$ cat config.mk
export PLATFORM = sky130hd
export DESIGN_NAME = vga_sync_gen_flat
export DESIGN_NICKNAME = d
export VERILOG_FILES = /design/src/rtl/vga_timing_pkg.sv /design/src/rtl/vga_sync_gen_if.sv /design/src/rtl/vga_pix_div.sv /design/src/rtl/vga_sync_gen.sv /design/src/flat_wrapper.sv
export SDC_FILE = /design/constraint.sdc
export NUM_CORES = 1
export LEC_CHECK = 0
export BUFFER_PORTS_ARGS = -buffer_cell sky130_fd_sc_hd__buf_2
export CELL_PAD_IN_SITES_DETAIL_PLACEMENT = 1
export CELL_PAD_IN_SITES_GLOBAL_PLACEMENT = 2
export CORE_MARGIN = 5
export CORE_UTILIZATION = 28
export DETAILED_ROUTE_END_ITERATION = 12
export PLACE_DENSITY_LB_ADDON = 0.1
export SYNTH_ARGS = -nofsm -noshare
export SYNTH_HDL_FRONTEND = slang
export SYNTH_SLANG_ARGS = --single-unit
$ cat constraint.sdc
create_clock -name clk -period 1.81 [get_ports clk]
set_clock_uncertainty 0.1 [all_clocks]
set_input_delay 0.181 -clock clk [delete_from_list [all_inputs] [get_ports clk]]
set_output_delay 0.181 -clock clk [all_outputs]
set_load 0.005 [all_outputs]
$ cat src/rtl/vga_timing_pkg.sv
// Default 640x480@60 timing constants, derived totals and the 12-bit colour type
// shared by the VGA sync generator.
package vga_timing_pkg;
   localparam int CNT_W   = 10;
   localparam int CNT_MAX = 1 << CNT_W;

   localparam int DEF_CLK_DIV  = 4;
   localparam int DEF_H_ACTIVE = 640;
   localparam int DEF_H_FP     = 15;
   localparam int DEF_H_SYNC   = 96;
   localparam int DEF_H_BP     = 49;
   localparam int DEF_V_ACTIVE = 480;
   localparam int DEF_V_FP     = 9;
   localparam int DEF_V_SYNC   = 2;
   localparam int DEF_V_BP     = 34;

   typedef logic [CNT_W-1:0] cnt_t;

   typedef struct packed {
      logic [3:0] r;
      logic [3:0] g;
      logic [3:0] b;
   } rgb12_t;

   function automatic int timing_total(input int act, input int fp, input int sync, input int bp);
      return act + fp + sync + bp;
   endfunction

   localparam int DEF_H_TOTAL = timing_total(DEF_H_ACTIVE, DEF_H_FP, DEF_H_SYNC, DEF_H_BP);
   localparam int DEF_V_TOTAL = timing_total(DEF_V_ACTIVE, DEF_V_FP, DEF_V_SYNC, DEF_V_BP);
endpackage

$ cat src/rtl/vga_sync_gen_if.sv
// Pixel-side / connector-side bundle of the VGA sync generator.
// master = the generator, slave = the colour logic / observer.
interface vga_sync_gen_if;
   logic [11:0] rgb_in;
   logic        pix_ce;
   logic [9:0]  hcount;
   logic [9:0]  vcount;
   logic        active;
   logic        frame_start;
   logic        Hsync;
   logic        Vsync;
   logic [3:0]  vgaRed;
   logic [3:0]  vgaGreen;
   logic [3:0]  vgaBlue;

   modport master (
      input  rgb_in,
      output pix_ce, hcount, vcount, active, frame_start,
      output Hsync, Vsync, vgaRed, vgaGreen, vgaBlue
   );

   modport slave (
      output rgb_in,
      input  pix_ce, hcount, vcount, active, frame_start,
      input  Hsync, Vsync, vgaRed, vgaGreen, vgaBlue
   );
endinterface

$ cat src/rtl/vga_pix_div.sv
// Pixel clock-enable divider: div counts 0..CLK_DIV-1, pix_ce high on the last count.
module vga_pix_div #(
   parameter int CLK_DIV = 4
) (
   input  logic clk,
   input  logic greset_n,
   output logic pix_ce
);
   localparam int DIV_W = $clog2(CLK_DIV);
   localparam logic [DIV_W-1:0] DIV_LAST = DIV_W'(CLK_DIV - 1);

   if (CLK_DIV < 2) begin : g_div_chk
      $error("vga_pix_div: CLK_DIV must be >= 2");
   end

   logic [DIV_W-1:0] div;

   assign pix_ce = (div == DIV_LAST);

   always_ff @(posedge clk or negedge greset_n) begin
      if (!greset_n) div <= '0;
      else           div <= pix_ce ? '0 : div + 1'b1;
   end
endmodule

$ cat src/rtl/vga_sync_gen.sv
// 640x480@60 VGA timing generator: pixel counters, registered sync/active/colour.
// Define VGA_TEST_PATTERN_EN to replace rgb_in with 8 vertical colour bars.
module vga_sync_gen
   import vga_timing_pkg::*;
#(
   parameter int CLK_DIV  = DEF_CLK_DIV,
   parameter int H_ACTIVE = DEF_H_ACTIVE,
   parameter int H_FP     = DEF_H_FP,
   parameter int H_SYNC   = DEF_H_SYNC,
   parameter int H_BP     = DEF_H_BP,
   parameter int V_ACTIVE = DEF_V_ACTIVE,
   parameter int V_FP     = DEF_V_FP,
   parameter int V_SYNC   = DEF_V_SYNC,
   parameter int V_BP     = DEF_V_BP
) (
   input  logic           clk,
   input  logic           greset_n,
   vga_sync_gen_if.master vga
);
   localparam int H_TOTAL = timing_total(H_ACTIVE, H_FP, H_SYNC, H_BP);
   localparam int V_TOTAL = timing_total(V_ACTIVE, V_FP, V_SYNC, V_BP);

   localparam cnt_t H_LAST = cnt_t'(H_TOTAL - 1);
   localparam cnt_t V_LAST = cnt_t'(V_TOTAL - 1);
   localparam cnt_t H_VIS  = cnt_t'(H_ACTIVE);
   localparam cnt_t V_VIS  = cnt_t'(V_ACTIVE);
   localparam cnt_t HS_BEG = cnt_t'(H_ACTIVE + H_FP);
   localparam cnt_t HS_END = cnt_t'(H_ACTIVE + H_FP + H_SYNC);
   localparam cnt_t VS_BEG = cnt_t'(V_ACTIVE + V_FP);
   localparam cnt_t VS_END = cnt_t'(V_ACTIVE + V_FP + V_SYNC);

   if (H_TOTAL > CNT_MAX) begin : g_h_chk
      $error("vga_sync_gen: H_TOTAL exceeds counter range");
   end
   if (V_TOTAL > CNT_MAX) begin : g_v_chk
      $error("vga_sync_gen: V_TOTAL exceeds counter range");
   end

   logic   pix_ce;
   cnt_t   hcount, vcount;
   logic   h_last, v_last;
   logic   hs_n_d, vs_n_d, act_d;
   rgb12_t pix_d;
   logic   hs_n_q, vs_n_q, act_q, frame_q;
   rgb12_t pix_q;

   vga_pix_div #(.CLK_DIV(CLK_DIV)) u_pix_div (
      .clk      (clk),
      .greset_n (greset_n),
      .pix_ce   (pix_ce)
   );

   assign h_last = (hcount == H_LAST);
   assign v_last = (vcount == V_LAST);

   always_ff @(posedge clk or negedge greset_n) begin
      if (!greset_n) begin
         hcount <= '0;
         vcount <= '0;
      end else if (pix_ce) begin
         hcount <= h_last ? '0 : hcount + 1'b1;
         if (h_last) vcount <= v_last ? '0 : vcount + 1'b1;
      end
   end

   // Decode from the current counters; the register stage below adds the one-clk lag
   // uniformly so sync, active and colour stay aligned.
   assign hs_n_d = !((hcount >= HS_BEG) && (hcount < HS_END));
   assign vs_n_d = !((vcount >= VS_BEG) && (vcount < VS_END));
   assign act_d  = (hcount < H_VIS) && (vcount < V_VIS);

   always_comb begin
      pix_d = '0;
      if (act_d) begin
`ifdef VGA_TEST_PATTERN_EN
         pix_d.r = {4{hcount[9]}};
         pix_d.g = {4{hcount[8]}};
         pix_d.b = {4{hcount[7]}};
`else
         pix_d = rgb12_t'(vga.rgb_in);
`endif
      end
   end

   always_ff @(posedge clk or negedge greset_n) begin
      if (!greset_n) begin
         hs_n_q  <= 1'b1;
         vs_n_q  <= 1'b1;
         act_q   <= 1'b0;
         frame_q <= 1'b0;
         pix_q   <= '0;
      end else begin
         hs_n_q  <= hs_n_d;
         vs_n_q  <= vs_n_d;
         act_q   <= act_d;
         frame_q <= pix_ce && h_last && v_last;
         pix_q   <= pix_d;
      end
   end

   assign vga.pix_ce      = pix_ce;
   assign vga.hcount      = hcount;
   assign vga.vcount      = vcount;
   assign vga.active      = act_q;
   assign vga.frame_start = frame_q;
   assign vga.Hsync       = hs_n_q;
   assign vga.Vsync       = vs_n_q;
   assign vga.vgaRed      = pix_q.r;
   assign vga.vgaGreen    = pix_q.g;
   assign vga.vgaBlue     = pix_q.b;
endmodule
$ cat src/flat_wrapper.sv
// flat-port wrapper written by rule: the top's interface ports become plain ports
module vga_sync_gen_flat import vga_timing_pkg::*;
#(
   parameter int CLK_DIV  = DEF_CLK_DIV,
   parameter int H_ACTIVE = DEF_H_ACTIVE,
   parameter int H_FP     = DEF_H_FP,
   parameter int H_SYNC   = DEF_H_SYNC,
   parameter int H_BP     = DEF_H_BP,
   parameter int V_ACTIVE = DEF_V_ACTIVE,
   parameter int V_FP     = DEF_V_FP,
   parameter int V_SYNC   = DEF_V_SYNC,
   parameter int V_BP     = DEF_V_BP
)
  (clk, greset_n, vga_rgb_in, vga_pix_ce, vga_hcount, vga_vcount, vga_active, vga_frame_start, vga_Hsync, vga_Vsync, vga_vgaRed, vga_vgaGreen, vga_vgaBlue);
  vga_sync_gen_if vga_i ();
  input  logic clk;
  input  logic greset_n;
  input wire logic [$bits(vga_i.rgb_in)-1:0] vga_rgb_in;
  output wire logic [$bits(vga_i.pix_ce)-1:0] vga_pix_ce;
  output wire logic [$bits(vga_i.hcount)-1:0] vga_hcount;
  output wire logic [$bits(vga_i.vcount)-1:0] vga_vcount;
  output wire logic [$bits(vga_i.active)-1:0] vga_active;
  output wire logic [$bits(vga_i.frame_start)-1:0] vga_frame_start;
  output wire logic [$bits(vga_i.Hsync)-1:0] vga_Hsync;
  output wire logic [$bits(vga_i.Vsync)-1:0] vga_Vsync;
  output wire logic [$bits(vga_i.vgaRed)-1:0] vga_vgaRed;
  output wire logic [$bits(vga_i.vgaGreen)-1:0] vga_vgaGreen;
  output wire logic [$bits(vga_i.vgaBlue)-1:0] vga_vgaBlue;
  assign vga_i.rgb_in = vga_rgb_in;
  assign vga_pix_ce = vga_i.pix_ce;
  assign vga_hcount = vga_i.hcount;
  assign vga_vcount = vga_i.vcount;
  assign vga_active = vga_i.active;
  assign vga_frame_start = vga_i.frame_start;
  assign vga_Hsync = vga_i.Hsync;
  assign vga_Vsync = vga_i.Vsync;
  assign vga_vgaRed = vga_i.vgaRed;
  assign vga_vgaGreen = vga_i.vgaGreen;
  assign vga_vgaBlue = vga_i.vgaBlue;
  vga_sync_gen #(.CLK_DIV(CLK_DIV), .H_ACTIVE(H_ACTIVE), .H_FP(H_FP), .H_SYNC(H_SYNC), .H_BP(H_BP), .V_ACTIVE(V_ACTIVE), .V_FP(V_FP), .V_SYNC(V_SYNC), .V_BP(V_BP)) u_core (.clk(clk), .greset_n(greset_n), .vga(vga_i));
endmodule
==> impl_metrics.env <==
export IMPL_postRouteAntennaNets=0
export IMPL_nFillCells=676
export IMPL_yosys_area_share_simple=0.248
export IMPL_synth_edf_count=0
export IMPL_slew_viol_final=0
export IMPL_drtPass1Iterations=4
export IMPL_wire_per_inst_um=15.1
export IMPL_fin_crit_ns=1.75
export IMPL_rsz0062_at_grt="no"
export IMPL_io_pins=51
export IMPL_seq_area_um2=956
export IMPL_p_per_area_nw_per_um2=660
export IMPL_drive_gt1_frac=0.414
export IMPL_hold_viol_final=0
export IMPL_max_stage_delay_ns=0.48
export IMPL_clk_pin_slew_ns=0.08
export IMPL_grt_pass1_wl_mm=8.21
export IMPL_arrival_ns=1.87
export IMPL_synth_compound_area_frac=0.114
export IMPL_insertion_delay_ns=0.29
export IMPL_cp_top_family="simple AND/OR/NAND/NOR gates"
export IMPL_synth_top_family_by_area="simple AND/OR/NAND/NOR gates"
export IMPL_cts_buffers_inserted=5
export IMPL_period_share=0.969
export IMPL_synth_fa_ha_area_frac=0.0360
export IMPL_required_ns=1.93
export IMPL_ys_seq_area_frac=0.549
export IMPL_nets=267
export IMPL_vias_per_cell=4.82
export IMPL_leakagePower_nw=1.18
export IMPL_synth_fp_nets=178
export IMPL_tns_ns=0
export IMPL_crit_type="flop to flop"
export IMPL_clock_path_buffers=2
export IMPL_antenna_found_initial=0
export IMPL_ys_warnings_count=0
export IMPL_synthDistinctLibCells=41
export IMPL_syn_avg_cell_area_um2=10.9
export IMPL_grt_pass1_vias=1714
export IMPL_syn_cell_area_um2=1740
export IMPL_worstPathCellList="inv_2, ha_2, and4bb_2, and3_4, or4_4, o21ai_2"
export IMPL_core_area_um2=5990
export IMPL_io_buffers=50
export IMPL_vias=1562
export IMPL_rows=28
export IMPL_async_flop_share=1.00
export IMPL_gr_usage_all_layers=0.135
export IMPL_gp_congestion=0.835
export IMPL_area_growth_pct=45.9
export IMPL_cts_sinks=38
export IMPL_drt_wl_total_mm=4.88
export IMPL_setup_viol=0
export IMPL_synth_flop_cell="dfrtp_1"
export IMPL_die_w_um=88.8
export IMPL_hpwl_mm=3.76
export IMPL_status="completed"
export IMPL_grt_max_degree=19
export IMPL_muxShareOfSynthArea=0.00648
export IMPL_initial_core_util=0.290
export IMPL_drt_iter0_drc=33
export IMPL_diodes=0
export IMPL_cts_tree="yes"
export IMPL_h_tree_depth=2
export IMPL_synth_seq_cells=38
export IMPL_endpoint_kind="flop"
export IMPL_cap_violations=0
export IMPL_path_buf_inv=1
export IMPL_postLayoutCoreUtil=0.423
export IMPL_worst_slew_pin_slew_ns=0.401
export IMPL_crit_path_start_kind="flop"
export IMPL_worstPathMaxFanout=5
export IMPL_synth_xor_area_frac=0.0202
export IMPL_cts_root_buffer="clkbuf_8"
export IMPL_fin_hold_ws_ns=0.0141
export IMPL_dieArea_um2=7880
export IMPL_grt_overflow=0
export IMPL_die_height_um=88.8
export IMPL_synth_cells=159
export IMPL_drc=0
export IMPL_worst_path_max_delay_cell="or4_4"
export IMPL_relSlewSlack=0.733
export IMPL_hp_class="primary input to flop"
export IMPL_max_freq_mhz=570
export IMPL_ir_drop_mv=0.473
export IMPL_multi_input_area_um2=800
Yosys cell counts (all sizes together), types with 2 or more instances:
library cell / n / area, µm²
and4: 4 / 37.5
nand4: 5 / 31.3
clkbuf: 2 / 7.51
and3: 4 / 25.0
buf: 2 / 16.3
nor2b: 2 / 12.5
nor2: 11 / 51.3
dfrtp: 36 / 901
nand2: 9 / 33.8
and2: 15 / 93.8
nand2b: 3 / 18.8
a21o: 2 / 15.0
ha: 5 / 62.6
a22o: 5 / 43.8
dfstp: 2 / 52.6
or4: 2 / 15.0
inv: 6 / 22.5
nor3: 2 / 10.0
nand3: 9 / 50.1
o21ai: 13 / 65.1
a31oi: 2 / 12.5
xnor2: 3 / 26.3
a21oi: 2 / 10.0
kinds of logic after synthesis:
kind of cell,count (synthesis)
and+or+nand+nor,71
DFF,38
AOI/OAI and AO/OA,30
buffers and inverters,10
adders and majority gates,5
xor gates and xnor gates,4
muxes,1
metal layers:
layer | track usage | share of wire | wire length (µm)
met1 | 0.159 | 0.42 | 2060
met2 | 0.240 | 0.52 | 2550
met3 | 0.0363 | 0.048 | 234
met4 | 0.0330 | 0.0064 | 31
met5 | 0 | 0 | 0
metrics by stage:
stage / cells / instance area [µm²] / worst slack (ns) / power [mW]
after floorplan: 159 / 1760 / 0.0226 / 0.893
after global placement: 303 / 2250 / 0.0720 / 0.941
after detailed placement: 303 / 2250 / 0.00303 / 0.944
after CTS: 324 / 2500 / 0.0108 / 1.71
after global routing: 324 / 2540 / 0.00714 / 1.76
final: 324 / 2540 / 0.0567 / 1.68
layout make-up:
| type | instances | area share |
|---|---|---|
| clock buffers | 5 | 0.0271 |
| clock inverters | 3 | 0.0178 |
| inverters | 6 | 0.00888 |
| multi-input cells | 111 | 0.315 |
| flip-flops and latches | 38 | 0.377 |
| well taps | 75 | 0.0370 |
| repair buffers | 86 | 0.217 |
state kept, by name, summed over array words and instances, names as in the netlist:
name,count
u_core.vga.active,1
u_core.vga.hcount,10
u_core.vga.vgaGreen,4
u_core.vga.frame_start,1
u_core.vga.vgaRed,4
u_core.vga.Hsync,1
u_core.vga.vcount,10
u_core.u_pix_div.div,2
u_core.vga.vgaBlue,4
u_core.vga.Vsync,1
final timing paths:
| path | startpoint | endpoint | slack [ns] | cells past startpoint |
|---|---|---|---|---|
| worst max register to register | u_core.vga.vcount[0] | u_core.vga.vcount[7] | 0.06 | 6 |
| max in group asynchronous | greset_n | u_core.vga.Hsync | 0.77 | 3 |
| min in group asynchronous | greset_n | u_core.vga.vcount[3] | 0.24 | 2 |
| worst min-delay path | vga_rgb_in[0] | u_core.vga.vgaBlue[0] | 0.01 | 2 |
| worst max-delay path | u_core.vga.vcount[0] | u_core.vga.vcount[7] | 0.06 | 6 |
| worst min register to register | u_core.u_pix_div.div[0] | u_core.u_pix_div.div[0] | 0.34 | 1 |
power by group:
group	total, mW	leakage (nW)	switching [mW]	internal (mW)
Combinational	0.0781	0.661	0.0335	0.0445
Clock	0.732	0.0504	0.322	0.410
Sequential	0.865	0.473	0.00301	0.862
worst reg2reg max path, cell delays in order, from the launching register on:
cell and delay (ns):
dfrtp_1 0.37, inv_2 0.05, ha_2 0.18, and4bb_2 0.25, and3_4 0.20, or4_4 0.48
o21ai_2 0.07
cell usage in the layout (no fill, tap or decap), types with 2 or more instances in the layout:
master,Yosys,routed
nand4_1,5,5
dfrtp_1,36,34
nand3_1,8,8
and3_1,4,2
nor2_4,1,2
nor3_1,2,2
dlygate4sd3_1,0,12
inv_2,0,2
a21oi_1,2,2
nor2b_1,2,2
clkbuf_8,0,5
ha_1,5,2
nand2b_1,3,3
ha_4,0,2
and3_4,0,2
buf_4,0,24
and4_1,3,3
dfrtp_2,0,2
nand2_1,9,9
and2_1,15,15
clkinvlp_4,0,2
a31oi_1,2,2
a21o_1,2,2
a22o_1,5,5
o21ai_0,13,12
buf_2,1,50
xnor2_1,3,3
dfstp_2,2,2
nor2_1,9,9
or4_4,0,2
inv_1,6,4
repair_timing:
item / 4_1_cts / 5_1_grt
hold buffers: 12 / 0
setup buffers: 1 / 0
endpoints found under the setup margin: 2 / 2
gates resized for setup: 1 / 11
endpoints found under the hold margin: 26 / 0
cloned: 0 / 0
Note: power is estimated with default switching activity, not from simulation.
